## src/rtl/apb_timer_pkg.sv

```systemverilog
// Shared register offsets, CTRL field layout and prescaler helper for the APB timer.
package apb_timer_pkg;

  localparam logic [1:0] TIMER_CTRL   = 2'd0;
  localparam logic [1:0] TIMER_COUNT  = 2'd1;
  localparam logic [1:0] TIMER_CMP    = 2'd2;
  localparam logic [1:0] TIMER_STATUS = 2'd3;

  localparam int CTRL_EN        = 0;
  localparam int CTRL_ONESHOT   = 1;
  localparam int CTRL_IRQEN     = 2;
  localparam int CTRL_PRESC_LSB = 3;
  localparam int CTRL_PRESC_MSB = 5;

  typedef struct packed {
    logic [2:0] presc;
    logic       irqen;
    logic       oneshot;
    logic       en;
  } ctrl_t;

  // Terminal value of the 8-bit prescaler counter for a given PRESC setting.
  function automatic logic [7:0] presc_mask(input logic [2:0] presc);
    return 8'((32'd1 << presc) - 32'd1);
  endfunction

endpackage

```

## src/rtl/apb_timer_prescaler.sv

```systemverilog
// Divides the clock by 2^PRESC while enabled; tick_o pulses on the last count of each period.
module apb_timer_prescaler
  import apb_timer_pkg::*;
(
  input  logic       clk_i,
  input  logic       rst_ni,
  input  logic       en_i,
  input  logic [2:0] presc_i,
  input  logic       clr_i,
  output logic       tick_o
);

  logic [7:0] psc_q, psc_d;

  assign tick_o = en_i & (psc_q == presc_mask(presc_i));

  always_comb begin
    psc_d = psc_q;
    if (clr_i) begin
      psc_d = '0;
    end else if (en_i) begin
      psc_d = tick_o ? 8'd0 : psc_q + 8'd1;
    end
  end

  always_ff @(posedge clk_i or negedge rst_ni) begin
    if (!rst_ni) begin
      psc_q <= '0;
    end else begin
      psc_q <= psc_d;
    end
  end

endmodule

```

## src/rtl/apb_timer_unit.sv

```systemverilog
// APB timer: prescaled up-counter with compare match, W1C pending flag and registered level IRQ.
module apb_timer_unit
  import apb_timer_pkg::*;
#(
  parameter int APB_ADDR_WIDTH = 12,
  parameter int CNT_WIDTH      = 32
) (
  input  logic                      clk_i,
  input  logic                      rst_ni,
  input  logic [APB_ADDR_WIDTH-1:0] paddr_i,
  input  logic [31:0]               pwdata_i,
  input  logic                      pwrite_i,
  input  logic                      psel_i,
  input  logic                      penable_i,
  output logic [31:0]               prdata_o,
  output logic                      pready_o,
  output logic                      pslverr_o,
  output logic                      irq_o
);

  ctrl_t                ctrl_q, ctrl_d, ctrl_wdat;
  logic [CNT_WIDTH-1:0] count_q, count_d;
  logic [CNT_WIDTH-1:0] cmp_q, cmp_d;
  logic                 pend_q, pend_d;
  logic                 irq_q;

  logic       addr_err, access, wr_en;
  logic [1:0] reg_sel;
  logic       ctrl_wr, count_wr, cmp_wr, status_wr;
  logic       psc_clr, tick, match;
  logic       unused_ok;

  // Only offsets 0x0..0xC exist; anything above bit 3 is an error, byte lanes are ignored.
  assign addr_err  = |paddr_i[APB_ADDR_WIDTH-1:4];
  assign reg_sel   = paddr_i[3:2];
  assign access    = psel_i & penable_i;
  assign wr_en     = access & pwrite_i & ~addr_err;
  assign ctrl_wr   = wr_en & (reg_sel == TIMER_CTRL);
  assign count_wr  = wr_en & (reg_sel == TIMER_COUNT);
  assign cmp_wr    = wr_en & (reg_sel == TIMER_CMP);
  assign status_wr = wr_en & (reg_sel == TIMER_STATUS);
  assign ctrl_wdat = ctrl_t'(pwdata_i[CTRL_PRESC_MSB:0]);
  assign unused_ok = ^{paddr_i[1:0], pwdata_i};

  assign psc_clr = ctrl_wr & ctrl_wdat.en & ~ctrl_q.en;

  apb_timer_prescaler u_prescaler (
    .clk_i   (clk_i),
    .rst_ni  (rst_ni),
    .en_i    (ctrl_q.en),
    .presc_i (ctrl_q.presc),
    .clr_i   (psc_clr),
    .tick_o  (tick)
  );

  // A software COUNT write overrides the tick, so no match is taken on that edge.
  assign match = tick & ~count_wr & (count_q == cmp_q);

  always_comb begin
    count_d = count_q;
    if (count_wr) begin
      count_d = pwdata_i[CNT_WIDTH-1:0];
    end else if (tick) begin
      count_d = match ? '0 : count_q + CNT_WIDTH'(1);
    end
  end

  always_comb begin
    ctrl_d = ctrl_q;
    if (match && ctrl_q.oneshot) begin
      ctrl_d.en = 1'b0;
    end
    if (ctrl_wr) begin
      ctrl_d = ctrl_wdat;
    end
  end

  assign cmp_d = cmp_wr ? pwdata_i[CNT_WIDTH-1:0] : cmp_q;

  // A new match beats a simultaneous W1C so no event is lost.
  always_comb begin
    pend_d = pend_q;
    if (status_wr && pwdata_i[0]) begin
      pend_d = 1'b0;
    end
    if (match) begin
      pend_d = 1'b1;
    end
  end

  always_ff @(posedge clk_i or negedge rst_ni) begin
    if (!rst_ni) begin
      ctrl_q  <= '0;
      count_q <= '0;
      cmp_q   <= '0;
      pend_q  <= 1'b0;
      irq_q   <= 1'b0;
    end else begin
      ctrl_q  <= ctrl_d;
      count_q <= count_d;
      cmp_q   <= cmp_d;
      pend_q  <= pend_d;
      irq_q   <= pend_q & ctrl_q.irqen;
    end
  end

  always_comb begin
    prdata_o = '0;
    if (psel_i && !pwrite_i && !addr_err) begin
      case (reg_sel)
        TIMER_CTRL:   prdata_o[CTRL_PRESC_MSB:0] = ctrl_q;
        TIMER_COUNT:  prdata_o[CNT_WIDTH-1:0]    = count_q;
        TIMER_CMP:    prdata_o[CNT_WIDTH-1:0]    = cmp_q;
        TIMER_STATUS: prdata_o[0]                = pend_q;
      endcase
    end
  end

  assign pready_o  = 1'b1;
  assign pslverr_o = access & addr_err;
  assign irq_o     = irq_q;

endmodule

```

## config.mk

```make
export PLATFORM = sky130hd
export DESIGN_NAME = apb_timer_unit
export DESIGN_NICKNAME = d
export VERILOG_FILES = /design/src/rtl/apb_timer_pkg.sv /design/src/rtl/apb_timer_prescaler.sv /design/src/rtl/apb_timer_unit.sv
export SDC_FILE = /design/constraint.sdc
export NUM_CORES = 1
export LEC_CHECK = 0
export CAP_MARGIN = 0
export CORE_MARGIN = 1
export CORE_UTILIZATION = 30
export DETAILED_ROUTE_END_ITERATION = 12
export PLACE_DENSITY = 0.52
export SYNTH_ARGS = -nofsm -noshare
export SYNTH_HDL_FRONTEND = slang
export SYNTH_SLANG_ARGS = --single-unit
```

## constraint.sdc

```tcl
create_clock -name clk_i -period 2.6 [get_ports clk_i]
set_input_delay 0.52 -clock clk_i [delete_from_list [all_inputs] [get_ports clk_i]]
set_output_delay 0.52 -clock clk_i [all_outputs]
set_load 0.005 [all_outputs]
```

# Yosys cells after proc, flatten, opt, wreduce, memory -nomap -nowiden
# Index checks and enable logic that the tools add are counted.
# totals
input_bits	49
regBits	80
# classes
mux	14
n_shift	1
n_addsub	3
n_eq_ne	5
n_bitwise	17
reduce_logical	12
# ops
cell	count
32-bit two-way mux	4
26-bit one-hot mux with 2 select lines	1
32-bit by 1-bit adder with 32-bit output, second input constant	1
32-bit equality test	1
8-bit two-way mux	3
5-bit one-hot mux with 3 select lines	1
1-bit bitwise AND	14
8-bit by 1-bit adder with 8-bit output, second input constant	1
8-bit equality test	1
2-bit nonzero test	4
8-bit OR reduction	1
1-bit by 3-bit left shift with 8-bit output, first input constant	1
8-bit by 1-bit subtractor with 8-bit output, second input constant	1
2-bit equality test, second input constant	2
1-bit logical AND	4
1-bit two-way mux	4
1-bit one-hot mux with 4 select lines	1
1-bit inverter	3
2-bit by 1-bit equality test with 1-bit output, second input constant	1
1-bit logical NOT	2
2-bit logical NOT	1

# Depth between registers and ports, before layout
# Gate-level depths: netlist (run 1).
# depth
word_depth	10
depth_mapped	10

# Hierarchy
# A second synthesis (run 1) with hierarchy kept.
# unflattened
cells_unflattened	581
hier_area_um2	5178.7
# by_module_without_submodules
module	n_inst	cells_per_inst	area_each_um2	seq_area_each_um2
apb_timer_unit	1	513	4594.4	1801.7
apb_timer_prescaler	1	68	584.3	200.2

# Worst setup path before layout (run 1)
# Ideal clock, no wire load.
# synth_timing
path_type	input port to flip-flop
startpoint	input port paddr_i[5]
endpoint	register u_prescaler.psc_q[2]
stages	7
path_buffers	0
arrival_ns	2.048
setup_slack_ns	0.434
t_required_ns	2.482
path_cell_list	nor4_1 -> nand2_1 -> nor2_1 -> nand2_1 -> o21ai_0 -> o21ai_0 -> a21o_1
# synth_via
elab_chain_cells	7
# synth_lines
item	line	text
start, declared	apb_timer_unit.sv:10	input logic [APB_ADDR_WIDTH-1:0] paddr_i,
8-bit OR reduction (*)	apb_timer_unit.sv:34	assign addr_err = |paddr_i[APB_ADDR_WIDTH-1:4];
1-bit inverter (*)	apb_timer_unit.sv:37	assign wr_en = access & pwrite_i & ~addr_err;
1-bit bitwise AND (*)	apb_timer_unit.sv:37	
1-bit bitwise AND (*)	apb_timer_unit.sv:38	assign ctrl_wr = wr_en & (reg_sel == TIMER_CTRL);
1-bit bitwise AND (*) (2 in a row)	apb_timer_unit.sv:45	assign psc_clr = ctrl_wr & ctrl_wdat.en & ~ctrl_q.en;
8-bit two-way mux or 2-bit nonzero test (tied branches)	n/a	
end signal, assigned	apb_timer_prescaler.sv:30	psc_q <= psc_d;
end, declared	apb_timer_prescaler.sv:13	logic [7:0] psc_q, psc_d;
# Every way passes the cells marked *; elsewhere a longest branch is shown, timed or not.
# A chain may end at the register's enable or synchronous reset.

# Final worst setup path (run 1)
# layout_timing
startpoint	input port paddr_i[7]
endpoint	output port prdata_o[2]
# layout_via
elab_chain_cells	4
# layout_lines
item	line	text
8-bit OR reduction	apb_timer_unit.sv:34	
1-bit logical NOT	apb_timer_unit.sv:109	if (psel_i && !pwrite_i && !addr_err) begin
1-bit logical AND	apb_timer_unit.sv:109	
32-bit two-way mux	apb_timer_unit.sv:109	
end, declared	apb_timer_unit.sv:15	output logic [31:0] prdata_o,
# Every way passes these cells.

==> impl_results.md, run 1 <==
- Status: finished, final reports clean
- CP Cell Sequence: dlygate4sd2_1 > nor4_2 > nand4b_1 > buf_4 > or2_4 > buf_6 > nor2_4 > buf_2
- Drt pass-1 iters: 5
- Slew HR: between 50% and 60%
- Largest area contributor in the netlist: dfrtp_1
- Number of fill cells: ~1,600
- ANT nets after route: 0
- Psw: 0.000676 W
- Sequential element share of the synthesized area: 39.0%
- Clock-pin transition on the worst setup and hold timing paths: 0.06 ns
- Startpoint Class: input port
- Register bit total from synthesis: 80
- Remaining global-route overflow: 0
- Fmax: 0.399 GHz
- Die Area: 17,600 µm²
- WP data arrival: 1.99 ns
- Slowest CP cell: nor4_2
- Deepest clock path buffer count: 2
- Most common cell after layout, fill and taps aside: dfrtp_1
- Critical Path RT: ~2.1 ns
- FF/Latch Area: 2000 µm²
- Reg2reg start: cmp_q[16]$_DFFE_PN0P_
- Root Buffer: clkbuf_16
- Vias: 4,906
- Final instance area: 7080 µm²
- Worst Clk Skew: between 0.006 and 0.007 ns
- RD Place Congestion: 0.846
- Wire length per cell: 18.0 µm
- Placed Cells: 895
- H-tree depth: 3
- Area of the multi-input gates: 3010 µm²
- Max_cap viols: 0
- Synth async-reset ratio: 100%
- Initial antenna violation count: 0
- Post-synth EDFFs: 0
- Slew Viols, Final: 0
- CP top delay family: simple AND/OR/NAND/NOR gates
- Core area: 16,600 µm²
- Share of cells above drive strength 1: 24.8%
- Post-synthesis cell count: 570
- Area added between synthesis and finish: 38.0%
- Cell variety after synth: 68
- Post-Syn Area: 5130 µm²
- Hold Crit Class: in -> async
- Tmin final: 2.51 ns
- Int Pwr: 0.00216 W
- Ports: 84
- Clk_lat worst skew: roughly 0.35 ns
- CTS tree: done
- Worst hold slack: 0.181 ns
- Worst Setup SP: paddr_i[7]
- Final instance count without filler cells: 917
- Die H: 133 µm
- Starting density of the core: 30.9%
- Synth Warn #: 0
- Ys flop type: dfrtp_1
- Gate power share: 9.6%
- CP max stage delay: approximately 0.26 ns
- Seq pwr share: 45.3%
- P_leak: 3.20 nW
- Most frequent cells in the layout: 80 x dfrtp_1, 72 x nor2_1, 61 x buf_4
- Setup crit end kind: output pin
- Share of the synthesized area in the top cell type: between 30% and 40%
- Clk pwr share: 45.2%
- Setup-failing EPs final: 0
- Crit Path Category: in -> out
- Largest net degree at the start of global routing: 45
- M2 GR Usage: 31.8%
- Final Cycle Share: 96.5%
- Buffers added on ports: 80
- Via-to-Cell Ratio: approximately 5.4
- Met3 usage: roughly 3%
- Hold Violations, Final: 0
- Starting DRT DRC Count: 297
- Dpl cell area: 6630 µm²
- Met1 Usage GRT: 25.8%
- GRT Total Usage: 19.5%
- Routed WL: 16,500 µm
- Switch share: about a quarter
- Nets: 750
- Setup TNS: 0 ns
- Num CTS Buffers: 9
- Critical Path Fanout Max: 3
- GR peak layer: met2
- Measured slew at the worst slew-check pin: 0.617 ns
- Rows: 47
- Antenna Diode Count: 0
- Power per Cell Area: 400 nW/µm²
- RSZ-0062 raised after global routing: false
- Syn_area_per_cell: around 9 µm²
- Clk sinks: 80
- Global-route wire length before repair: around 27,000 µm
- Largest cells by area after synthesis: dfrtp_1 39%, mux2_2 8.1%, xor2_1 6.0%, nor2_1 5.8%, a22oi_1 4.4%
- Post-synthesis net count: 627
- Post-route DRC: 0
- DP Wirelength: 11,900 µm
- Die width: 133 µm
- Buffer and inverter count on the worst path: 4
- Worst vdd ir: between 0.2 and 0.3 mV
- Vias in the first global route: 5,039
path summary, 6_finish.rpt:
kind / endpoint / slack [ns] / cells past startpoint
min in group clk_i: ctrl_q[0]$_DFFE_PN0P_ / 0.48 / 1
max in group asynchronous: cmp_q[27]$_DFFE_PN0P_ / 1.82 / 2
worst max-delay path: prdata_o[2] / 0.09 / 8
worst min-delay path: u_prescaler.psc_q[5]$_DFFE_PN0P_ / 0.18 / 1
worst max register to register: count_q[19]$_DFFE_PN0P_ / 0.14 / 9
worst min register to register: ctrl_q[0]$_DFFE_PN0P_ / 0.48 / 1
kinds of logic after synthesis:
kind of cell             count (synthesis)  share of synthesized area [%]
buffers and inverters                   56                           5.24
adder cells (fa/ha/maj)                  8                           1.95
other                                    1                         0.0730
XOR/XNOR                                35                           5.97
AND/OR/NAND/NOR                        216                           21.4
flip-flops                              80                           39.0
AO/OA/AOI/OAI                          136                           18.1
multiplexers                            38                           8.31
per-layer routing:
metal | wire (µm) | up-vias | share of wire, %
met4 | 391 | 0 | 2.4
met2 | 7830 | 135 | 47
met3 | 707 | 24 | 4.3
li1 | - | 2334 | -
met1 | 7570 | 2413 | 46
met5 | 0 | - | 0
area by class of cell:
type / instances / area share (%)
multi-input combinational: 434 / 42.5
sequential: 80 / 28.3
timing repair buffer: 155 / 20.6
tap: 220 / 3.89
clock buffer: 11 / 3.43
inverter: 13 / 0.689
clock inverter: 4 / 0.636
timing repair:
action / in CTS / in global routing
setup buffers: 3 / 3
endpoints found under the setup margin: 48 / 42
resized for setup: 88 / 15
cloned: 1 / 0
hold buffers: 0 / 0
pin swaps: 10 / 4
hold endpoints to repair: 0 / 0
synth_stat cells (all sizes together), types with 8 or more instances:
library cell,n
dfrtp,80
nor2,80
nand2,39
mux2,37
o21ai,35
xor2,35
a22oi,30
clkbuf,26
a31oi,25
nand3,20
buf,16
inv,13
nand3b,13
and3,11
nor4,11
a21oi,10
ha,8
nand4,8
sequential cells by signal, indices dropped and copies added, names as in the netlist:
register           cells
ctrl_q                 6
pend_q                 1
irq_o                  1
u_prescaler.psc_q      8
count_q               32
cmp_q                 32
power groups by stage:
stage | registers, W | clock network (W) | logic (W)
floorplan | 0.00130 | 0 | 0.0000909
global placement | 0.00130 | 0 | 0.000259
detailed placement | 0.00130 | 0 | 0.000263
CTS | 0.00128 | 0.00131 | 0.000271
global route | 0.00128 | 0.00136 | 0.000297
finish | 0.00128 | 0.00128 | 0.000271
metrics by stage:
step           util [%]  worst slack (ns)  power, W
5_1_grt            42.6           0.00246   0.00294
3_5_place_dp       39.8            -0.488   0.00157
2_1_floorplan         -             0.434   0.00139
4_1_cts            42.3            0.0367   0.00286
6_report           42.6            0.0921   0.00283
3_3_place_gp       39.8            -0.437   0.00156
Power figures use the tool's default switching activity.
==> inputs of run 2 (changes only) <==
--- a/config.mk
+++ b/config.mk
@@ -5,7 +5,6 @@
 export SDC_FILE = /design/constraint.sdc
 export NUM_CORES = 1
 export LEC_CHECK = 0
-export CAP_MARGIN = 0
 export CORE_MARGIN = 1
 export CORE_UTILIZATION = 30
 export DETAILED_ROUTE_END_ITERATION = 12
==> results of run 2 <==
Final layout, timing and power as in run 1 (identical DEF).
